[config.mk]
export PLATFORM = sky130hd
export DESIGN_NAME = rr_arbiter_16
export DESIGN_NICKNAME = d
export VERILOG_FILES = /design/src/rtl/rr_arbiter_16.sv
export SDC_FILE = /design/constraint.sdc
export NUM_CORES = 1
export LEC_CHECK = 0
export ABC_AREA = 1
export BUFFER_PORTS_ARGS = -buffer_cell sky130_fd_sc_hd__buf_2
export CAP_MARGIN = 20
export CELL_PAD_IN_SITES_DETAIL_PLACEMENT = 0
export CELL_PAD_IN_SITES_GLOBAL_PLACEMENT = 1
export CORE_MARGIN = 2
export CORE_UTILIZATION = 40
export CTS_CLUSTER_SIZE = 16
export DETAILED_ROUTE_END_ITERATION = 12
export PLACE_DENSITY = 0.79
export SYNTH_ARGS = -nofsm -noshare
export SYNTH_HDL_FRONTEND = slang
export SYNTH_SLANG_ARGS = --single-unit
[constraint.sdc]
create_clock -name clk -period 11.05 [get_ports clk]
set_input_delay 2.21 -clock clk [delete_from_list [all_inputs] [get_ports clk]]
set_output_delay 2.21 -clock clk [all_outputs]
set_load 0.005 [all_outputs]
[src/rtl/rr_arbiter_16.sv]
// rr_arbiter_16: 16-requester round-robin arbiter with a registered one-hot grant,
// a per-grant hold limit and one forced idle cycle after every release or timeout.
module rr_arbiter_16 #(
  parameter int unsigned MAX_HOLD = 32'd16,
  parameter int unsigned HOLD_W   = 32'd8
) (
  input  logic        clk,
  input  logic        rst_n,
  input  logic [15:0] req,
  input  logic        done,
  output logic [15:0] gnt,
  output logic [3:0]  gnt_idx,
  output logic        gnt_valid,
  output logic        timeout
);

  typedef enum logic [0:0] {
    IDLE  = 1'b0,
    GRANT = 1'b1
  } state_t;

  localparam logic              HOLD_EN   = (MAX_HOLD != 32'd0);
  localparam logic [HOLD_W-1:0] HOLD_LAST = HOLD_W'(MAX_HOLD - 32'd1);
  localparam logic [HOLD_W-1:0] HOLD_ONE  = HOLD_W'(32'd1);
  localparam logic [HOLD_W-1:0] HOLD_ZERO = HOLD_W'(32'd0);

  // Search ptr+1, ptr+2, ... wrapping, ending at ptr; first set bit wins.
  function automatic logic [3:0] rr_pick(input logic [15:0] req_v, input logic [3:0] ptr_v);
    logic [3:0] cand;
    logic [3:0] pick;
    logic       found;
    pick  = ptr_v;
    found = 1'b0;
    for (int i = 32'sd1; i <= 32'sd16; i++) begin
      cand  = ptr_v + 4'(i);
      pick  = (!found && req_v[cand]) ? cand : pick;
      found = found | req_v[cand];
    end
    return pick;
  endfunction

  function automatic logic [15:0] decode4(input logic [3:0] idx_v);
    logic [15:0] d;
    d        = 16'h0000;
    d[idx_v] = 1'b1;
    return d;
  endfunction

  state_t              state_r, state_s;
  logic [3:0]          ptr_r, ptr_s;
  logic [HOLD_W-1:0]   hold_cnt_r, hold_cnt_s;
  logic [15:0]         gnt_r, gnt_s;
  logic [3:0]          gnt_idx_r, gnt_idx_s;
  logic                gnt_valid_r, gnt_valid_s;
  logic                timeout_r, timeout_s;
  logic                release_s;
  logic [3:0]          winner_s;

  assign winner_s  = rr_pick(req, ptr_r);
  assign release_s = done | ~req[gnt_idx_r];

  // Next-state and next-output computation for the arbitration FSM.
  always_comb begin
    state_s     = state_r;
    ptr_s       = ptr_r;
    hold_cnt_s  = hold_cnt_r;
    gnt_s       = gnt_r;
    gnt_idx_s   = gnt_idx_r;
    gnt_valid_s = gnt_valid_r;
    timeout_s   = 1'b0;
    case (state_r)
      IDLE: begin
        if (req != 16'h0000) begin
          gnt_idx_s   = winner_s;
          gnt_s       = decode4(winner_s);
          gnt_valid_s = 1'b1;
          ptr_s       = winner_s;
          hold_cnt_s  = HOLD_ZERO;
          state_s     = GRANT;
        end else begin
          gnt_s       = 16'h0000;
          gnt_valid_s = 1'b0;
          state_s     = IDLE;
        end
      end
      GRANT: begin
        // Release wins over timeout; both leave a gap cycle in IDLE.
        if (release_s) begin
          gnt_s       = 16'h0000;
          gnt_valid_s = 1'b0;
          state_s     = IDLE;
        end else if (HOLD_EN && (hold_cnt_r == HOLD_LAST)) begin
          gnt_s       = 16'h0000;
          gnt_valid_s = 1'b0;
          timeout_s   = 1'b1;
          state_s     = IDLE;
        end else begin
          hold_cnt_s  = hold_cnt_r + HOLD_ONE;
          state_s     = GRANT;
        end
      end
      default: begin
        gnt_s       = 16'h0000;
        gnt_valid_s = 1'b0;
        state_s     = IDLE;
      end
    endcase
  end

  // State and output registers with synchronous active-low reset.
  always_ff @(posedge clk) begin
    if (!rst_n) begin
      state_r     <= IDLE;
      ptr_r       <= 4'd15;
      hold_cnt_r  <= HOLD_ZERO;
      gnt_r       <= 16'h0000;
      gnt_idx_r   <= 4'd15;
      gnt_valid_r <= 1'b0;
      timeout_r   <= 1'b0;
    end else begin
      state_r     <= state_s;
      ptr_r       <= ptr_s;
      hold_cnt_r  <= hold_cnt_s;
      gnt_r       <= gnt_s;
      gnt_idx_r   <= gnt_idx_s;
      gnt_valid_r <= gnt_valid_s;
      timeout_r   <= timeout_s;
    end
  end

  assign gnt       = gnt_r;
  assign gnt_idx   = gnt_idx_r;
  assign gnt_valid = gnt_valid_r;
  assign timeout   = timeout_r;

endmodule

==> run_results.csv, run 1 <==
group,metric,value,unit
critical_path,ff2ff_path_depth,22,
clock_network,cts_hold_buf,0,
critical_path,startpoint_type,"flip-flop",
grt,overflow,0,
critical_path,worst_path_largest_cell_delay,0.85,ns
synthesis,synth_nets,593,
synthesis,synth_async_sr_flop_share,0,
critical_path,crit_path_end_kind,"flip-flop",
synthesis,synth_edf_count,0,
synthesis,ys.warnings.count,0,
flow_run,maxCapViolations,0,
critical_path,crit_fanout,17,
floorplan,die_w,98.2,µm
grt,grt_max_degree,28,
synthesis,synth_top_cell_by_area,"nand2_1",
synthesis,avgSynthCellArea,6.29,µm²
floorplan,die_h,98.2,µm
synthesis,synth_top_cells_by_count,"nand2_1, nand3_1, inv_1",
drt,dr.pass1.iters,4,
grt,antenna_found_initial,0,
sta,hold_viol,0,
cells_and_area,diodes,0,
drt,drc,0,
grt,grtUsageTotal,0.212,
drt,wl,10.0,mm
sta,clock_skew,0.00988,ns
sta,fin_setup_tns,0,ns
sta,setup_viol,0,
cells_and_area,fillers,950,
synthesis,yosysMostFrequentCell,"nand2_1",
drt,avgViaCountPerCell,5.28,
synthesis,ys_top_cells_by_area,"nand2_1, dfxtp_1, nand3_1",
cells_and_area,nets,627,
critical_path,path_common_cell,"nand2_1",
sta,slew-limit-headroom,0.463,
cells_and_area,final_util,0.446,
floorplan,die_area,9650,µm²
drt,num_vias,3741,
critical_path,reg2reg_slack,6.03,ns
sta,rsz0062_at_grt,"no",
cells_and_area,syn2layout_area_growth,8.95,%
clock_network,cts.sinks,31,
critical_path,rr_endpoint,"gnt[13]",
min_path,worstHoldStart,"hold_cnt_r[2]",
clock_network,numCtsBuffers,5,
drt,ant_nets,0,
clock_network,cts_resized,0,
sta,worst_pin_slew,0.804,ns
place,gp_congestion,0.907,
cells_and_area,seqCellArea,621,µm²
cells_and_area,multi_input_area,2530,µm²
clock_network,root_buffer,"clkbuf_8",
synthesis,synth_top_area_share,0.187,
min_path,min_path_type,"flip-flop to flip-flop",
clock_network,cts.clk_slew.worst_paths,0.07,ns
clock_network,htree_levels,2,
drt,drt-initial-drc-count,194,
sta,fmax,0.199,GHz
critical_path,required,11.26,ns
clock_network,cts_tree,"done",
critical_path,worstReg2RegStart,"gnt_idx[1]",
synthesis,ys.flop_type,"dfxtp_1",
min_path,min_to,"hold_cnt_r[2]",
sta,finalCriticalPeriod,5.02,ns
synthesis,ys_ff_latch,31,
critical_path,path_cells,"inv_2, ha_1, clkinv_1, nand3_1, nand2_1, nor2_1, a31oi_1, o21ai_1, nand3_1, inv_1, nand2_1, nand2_1, nand2_1, nand2_1, nand2_1, nand3_1, nand2_1, nand2_1, nand3_2, a21oi_2, nand4_1, a21oi_1",
min_path,hold_depth,1,
place,port-buffer-count,40,
critical_path,cp.depth,22,
critical_path,crit_type,"flip-flop to flip-flop",
sta,slew_violations,0,
clock_network,clk_latency,0.28,ns
clock_network,cts_buffer_depth,2,
clock_network,post_cts_buffers,0,
floorplan,core,8680,µm²
cells_and_area,drive_gt1_frac,0.207,
grt,grt_pass1_wl,16.7,mm
critical_path,crit_arrival,5.23,ns
floorplan,row_count,34,
floorplan,start_util,0.409,
grt,grt_pass1_vias,3413,
critical_path,worst-path-buf-inv,3,
sta,finalCritPeriodShare,0.454,
synthesis,syn-cell-area,3550,µm²
run_status,status,"completed",
place,dp.final_hpwl,7.86,mm
critical_path,crit_family,"simple AND/OR/NAND/NOR gates",
floorplan,ios,41,
drt,routedWlPerCell,14.1,µm
synthesis,ys_types,45,
synthesis,postSynthCellCount,565,
critical_path,cpMaxStageDelayCell,"ha_1",
synthesis,synth_seq_area_share,0.175,
## sequential cells by signal (all words and copies together) (netlist names)
signal and count:
gnt_idx 4, state_r 1, timeout 1, gnt 16
gnt_valid 1, hold_cnt_r 8
## cell usage in the layout (no fill, tap or decap), drive strengths merged, types with 6 or more instances in the layout
cell and instances:
a21oi 31, buf 41, clkbuf 6, dfxtp 31, ha 9, inv 68, nand2 200, nand3 110
nand4 19, nor2 38, nor4 6, o21ai 15, xor2 6
## kinds of logic after synthesis
| logic type | share of synthesized area |
|---|---|
| adder cells (fa/ha/maj) | 0.0317 |
| flip-flops | 0.175 |
| AO/OA/AOI/OAI | 0.102 |
| buffers and inverters | 0.114 |
| XOR/XNOR | 0.0314 |
| AND/OR/NAND/NOR | 0.546 |
## per-layer routing
| metal | global-route usage | part of all wire | up-vias |
|---|---|---|---|
| met5 | 0 | 0 | - |
| met4 | 0.0759 | 0.024 | 0 |
| met3 | 0.0229 | 0.038 | 19 |
| met2 | 0.349 | 0.45 | 84 |
| met1 | 0.289 | 0.49 | 1709 |
| li1 | - | - | 1929 |
## worst register-to-register path: cells and delay by family (launching register included)
family / cells / cell delay, ns
and+or+nand+nor: 14 / 1.45
buffers and inverters: 3 / 1.06
DFF: 1 / 0.77
adders and majority gates: 1 / 0.85
AOI/OAI and AO/OA: 4 / 0.81
## worst max-delay path by stage
stage                    start      end  slack, ns
finish              gnt_idx[1]  gnt[13]       6.03
global route        gnt_idx[1]  gnt[13]       5.50
CTS                 gnt_idx[1]  gnt[13]       6.01
detailed placement      req[2]  gnt[13]       6.03
global placement    gnt_idx[1]   gnt[9]       5.96
floorplan               req[2]  gnt[11]       6.60
## per-stage QoR
stage	std cells	setup WS, ns	area (µm²)	hold WS [ns]
after floorplan	565	6.60	3550	0.412
after global placement	700	5.96	3750	0.425
after detailed placement	700	6.03	3750	0.429
after CTS	708	6.01	3870	0.438
after global routing	708	5.50	3870	0.470
final	708	6.03	3870	0.445
## final cells by class
type                    count  area share
clock buffers               6      0.0213
clock inverters             2     0.00905
inverters                  70      0.0679
multi-input cells         450       0.653
flip-flops and latches     31       0.160
well taps                 108      0.0349
repair buffers             41      0.0537
Power of run 1 is not shown: default switching activity piles up to over one toggle a cycle in this logic, so the estimate is an artifact.
==> inputs of run 2 (changes only) <==
ABC_AREA = 0   (was 1)
PLACE_DENSITY = 0.73   (was 0.79)
clock period = 4.8 ns   (was 11.05 ns; I/O delays follow)
==> run 2 against run 1 <==
Fmax is 19% higher. Non-clock buffer count is 12 higher. Cell count is 16% lower. Clock skew is 0.0067 ns lower.
==> run_results.csv, run 2 <==
group,metric,value,unit
run_status,status,"completed",
grt,grtUsageTotal,0.237,
drt,drc,0,
sta,worst_pin_slew,0.976,ns
grt,grt_max_degree,27,
critical_path,crit_arrival,4.34,ns
place,post-place-ws,0.597,ns
cells_and_area,largest_register_ffs,16,
cells_and_area,diodes,0,
clock_network,post_cts_buffers,0,
cells_and_area,drive_gt1_frac,0.254,
synthesis,synth_nets,453,
synthesis,synth_edf_count,0,
clock_network,cts_hold_buf,0,
synthesis,yosysMostFrequentCell,"nand2_1",
sta,fmax,0.238,GHz
drt,avgViaCountPerCell,6.25,
drt,drt-initial-drc-count,319,
sta,fin_setup_tns,0,ns
place,port-buffer-count,40,
clock_network,htree_levels,2,
floorplan,row_count,35,
cells_and_area,layout_commonest_cell,"nand2_1",
drt,routedWlPerCell,20.0,µm
sta,setup_slack,0.594,ns
clock_network,cts_resized,0,
place,dp.final_hpwl,9.03,mm
synthesis,ys_ff_latch,31,
drt,num_vias,3710,
sta,hold_viol,0,
grt,overflow,0,
synthesis,avgSynthCellArea,9.04,µm²
synthesis,ys.warnings.count,0,
synthesis,syn-cell-area,3840,µm²
grt,grt_pass1_vias,3478,
grt,antenna_found_initial,0,
clock_network,cts.sinks,31,
clock_network,cts_tree,"done",
sta,finalCritPeriodShare,0.876,
grt,grt_pass1_wl,19.4,mm
sta,slew_violations,0,
floorplan,core,9280,µm²
flow_run,maxCapViolations,0,
floorplan,die_area,10400,µm²
floorplan,start_util,0.414,
drt,wl,11.9,mm
clock_network,numCtsBuffers,5,
floorplan,die_h,102,µm
synthesis,synth_top_area_share,0.162,
synthesis,synth_seq_area_share,0.162,
clock_network,cts.clk_slew.worst_paths,0.06,ns
critical_path,required,4.94,ns
sta,slew-limit-headroom,0.347,
min_path,min_path_type,"flip-flop to flip-flop",
critical_path,crit_type,"flip-flop to flip-flop",
synthesis,synth_top_cell_by_area,"dfxtp_1",
clock_network,clk_latency,0.28,ns
synthesis,synth_top_cells_by_count,"nand2_1, dfxtp_1, mux2i_1",
sta,rsz0062_at_grt,"no",
critical_path,startpoint_type,"flip-flop",
critical_path,crit_path_end_kind,"flip-flop",
drt,ant_nets,0,
synthesis,ys.flop_type,"dfxtp_1",
synthesis,postSynthCellCount,425,
cells_and_area,final_cell_mix,"nand2_1, buf_2, dfxtp_1",
synthesis,ys_top_cells_by_area,"dfxtp_1, mux4_2, mux2i_1",
place,gp_congestion,0.942,
synthesis,ys_types,76,
drt,dr.pass1.iters,5,
sta,finalCriticalPeriod,4.21,ns
critical_path,crit_fanout,12,
cells_and_area,syn2layout_area_growth,11.2,%
cells_and_area,fillers,956,
floorplan,ios,41,
cells_and_area,nets,493,
sta,setup_viol,0,
clock_network,root_buffer,"clkbuf_8",
clock_network,cts_buffer_depth,2,
synthesis,synth_async_sr_flop_share,0,
floorplan,die_w,102,µm
sta,clock_skew,0.00316,ns
run 2: cell count changes after synthesis, moves of 25 or more:
cell     previous run  this run
nand2_1           177        54
nand3_1            92        14
inv_1              57         5
mux2i_1             0        30
mux4_2              0        25
run 2: kinds of logic after synthesis:
family,after synthesis,synth area share
simple gates,148,0.196
compound gates,109,0.208
mux,85,0.334
flops,31,0.162
buf+inv,29,0.0381
xor+xnor,14,0.0339
fa+ha+maj,9,0.0293
run 2: worst paths after layout:
path         endpoint  cells after the start  startpoint  slack [ns]
min reg2reg    gnt[3]                      2      gnt[3]        0.45
min            gnt[3]                      2      gnt[3]        0.45
max reg2reg    gnt[4]                     11  gnt_idx[1]        0.59
max            gnt[4]                     11  gnt_idx[1]        0.59
run 2: per-stage QoR:
step | instances | util | hold slack [ns] | instance area (µm²)
after floorplan | 425 | - | 0.449 | 3840
after global placement | 586 | 0.450 | 0.437 | 4180
after detailed placement | 586 | 0.450 | 0.436 | 4180
after CTS | 593 | 0.460 | 0.452 | 4270
after global routing | 594 | 0.460 | 0.479 | 4270
final | 594 | 0.460 | 0.446 | 4270
run 2: cell type report:
cell class	count	area [µm²]	share of cell area
tap	129	161	0.0378
timing repair buffer	53	295	0.0691
clock inverter	1	5.00	0.00117
sequential	31	621	0.145
multi-input combinational	365	3070	0.719
clock buffer	6	82.6	0.0193
inverter	9	33.8	0.00791
run 2: critical path, cell delays in order (launching register included):
cell and delay (ns):
dfxtp_1 0.32, inv_1 0.06, ha_1 0.59, buf_4 0.29, mux4_1 0.46, mux4_2 0.60
nand4bb_1 0.31, a2111oi_0 0.52, a31oi_1 0.11, a21oi_1 0.33, o21a_1 0.34, o31ai_1 0.12
run 2: metal layers:
metal | wire length, µm | track usage | up-vias
met4 | 223 | 0.0523 | 0
li1 | - | - | 1752
met2 | 5520 | 0.380 | 142
met1 | 5440 | 0.346 | 1800
met5 | 0 | 0 | -
met3 | 686 | 0.0267 | 16
Power of run 2 is left out for the same reason.
==> inputs of run 3 (changes only) <==
==> constraint.sdc (replaced) <==
create_clock -name clk -period 4.8 [get_ports clk]
set_input_delay 1.44 -clock clk [delete_from_list [all_inputs] [get_ports clk]]
set_output_delay 1.44 -clock clk [all_outputs]
set_load 0.005 [all_outputs]
==> run 3 against run 2 <==
First-iteration DRC count down 10%. Critical endpoint is now gnt[11]. Highest routed layer unchanged. Fmax down 5.5%. Critical path depth down 1. Via count up 1.3%. Worst setup slack worse by 0.25 ns.
==> run_results.csv, run 3 (synthesis gave the netlist of run 2 again) <==
group,metric,value,unit
grt,grt_pass1_wl,18.7,mm
clock_network,clk_latency,0.28,ns
floorplan,ios,41,
cells_and_area,largest_register_ffs,16,
drt,routedWlPerCell,19.5,µm
grt,antenna_found_initial,0,
place,port-buffer-count,40,
run_status,status,"completed",
cells_and_area,syn2layout_area_growth,12.2,%
drt,ant_nets,0,
sta,fmax,0.225,GHz
drt,drc,0,
critical_path,cp.depth,10,
drt,wl,11.7,mm
place,placedInstanceArea,4220,µm²
sta,hold_viol,0,
critical_path,worst-path-buf-inv,1,
floorplan,core,9280,µm²
critical_path,worstReg2RegStart,"gnt_idx[0]",
clock_network,htree_levels,2,
sta,rsz0062_at_grt,"no",
critical_path,startpoint_type,"input pin",
cells_and_area,final_cell_mix,"nand2_1, buf_2, dfxtp_1",
place,dp.final_hpwl,9.01,mm
clock_network,cts_buffer_depth,2,
sta,finalCriticalPeriod,4.45,ns
clock_network,post_cts_buffers,0,
critical_path,ff2ff_path_depth,11,
grt,grt_pass1_vias,3561,
min_path,worstHoldStart,"gnt[7]",
cells_and_area,diodes,0,
critical_path,crit_type,"input pin to flip-flop",
drt,drt-initial-drc-count,287,
drt,dr.pass1.iters,5,
cells_and_area,layout_commonest_cell,"nand2_1",
clock_network,cts_tree,"done",
clock_network,root_buffer,"clkbuf_8",
cells_and_area,finalInstanceArea,4310,µm²
critical_path,rr_endpoint,"gnt[11]",
floorplan,row_count,35,
critical_path,path_cells,"buf_2, mux4_1, mux4_2, a2111oi_4, a41o_1, a21oi_1, o221a_2, mux2i_1, nand3_1, o31ai_1",
critical_path,crit_arrival,4.64,ns
min_path,min_to,"gnt[7]",
critical_path,cpMaxStageDelayCell,"mux4_1",
sta,slew_violations,0,
drt,num_vias,3757,
clock_network,cts_resized,0,
place,gp_congestion,0.939,
critical_path,reg2reg_slack,0.65,ns
critical_path,required,4.99,ns
sta,clock_skew,0.00583,ns
critical_path,crit_fanout,7,
clock_network,cts.clk_slew.worst_paths,0.06,ns
sta,worst_pin_slew,1.00,ns
grt,overflow,0,
sta,hold_ws,0.447,ns
clock_network,cts.sinks,31,
clock_network,numCtsBuffers,5,
critical_path,crit_family,"multiplexers",
cells_and_area,drive_gt1_frac,0.263,
sta,fin_setup_tns,0,ns
cells_and_area,nets,498,
floorplan,die_w,102,µm
critical_path,cp-startpoint,"req[4]",
floorplan,die_h,102,µm
min_path,hold_depth,2,
grt,grt_max_degree,30,
grt,grtUsageTotal,0.228,
sta,finalCritPeriodShare,0.927,
critical_path,worst_path_largest_cell_delay,0.64,ns
min_path,min_path_type,"flip-flop to flip-flop",
drt,avgViaCountPerCell,6.26,
sta,slew-limit-headroom,0.330,
floorplan,start_util,0.414,
clock_network,cts_hold_buf,0,
critical_path,crit_path_end_kind,"flip-flop",
flow_run,maxCapViolations,0,
sta,setup_viol,0,
floorplan,die_area,10400,µm²
## run 3: layout make-up
type	instances	area, µm²
fillers	936	4980
multi-input cells	365	3070
flip-flops and latches	31	621
repair buffers	58	335
well taps	129	161
clock buffers	5	68.8
inverters	9	33.8
clock inverters	3	15.0
## run 3: per-layer routing
layer / vias up / global-route usage / part of all wire
met3: 14 / 0.0321 / 0.069
met5: - / 0 / 0
met4: 0 / 0.0400 / 0.016
li1: 1766 / - / -
met2: 154 / 0.374 / 0.48
met1: 1823 / 0.326 / 0.44
## run 3: how the worst max path moves through the flow
stage / end / slack, ns
after floorplan: gnt[12] / 0.25
after global placement: gnt[11] / 0.15
after detailed placement: gnt[4] / 0.12
after CTS: gnt[4] / 0.40
after global routing: gnt[7] / 0.15
final: gnt[11] / 0.35
## run 3: worst reg2reg max path, cell delays in order (launching register included)
cell	delay (ns)
dfxtp_1	0.34
inv_2	0.13
ha_1	0.66
mux2_2	0.42
mux4_2	0.57
mux2_2	0.38
nor2_1	0.24
nand4_1	0.18
o221a_2	0.39
mux2i_1	0.28
nand3_1	0.20
o31ai_1	0.26
## run 3: stage by stage
stage / util / worst slack (ns) / instances
final: 0.464 / 0.348 / 600
after CTS: 0.464 / 0.397 / 600
after floorplan: - / 0.248 / 425
after detailed placement: 0.455 / 0.118 / 592
after global placement: 0.455 / 0.148 / 592
after global routing: 0.464 / 0.154 / 600
Power of run 3 is left out for the same reason.
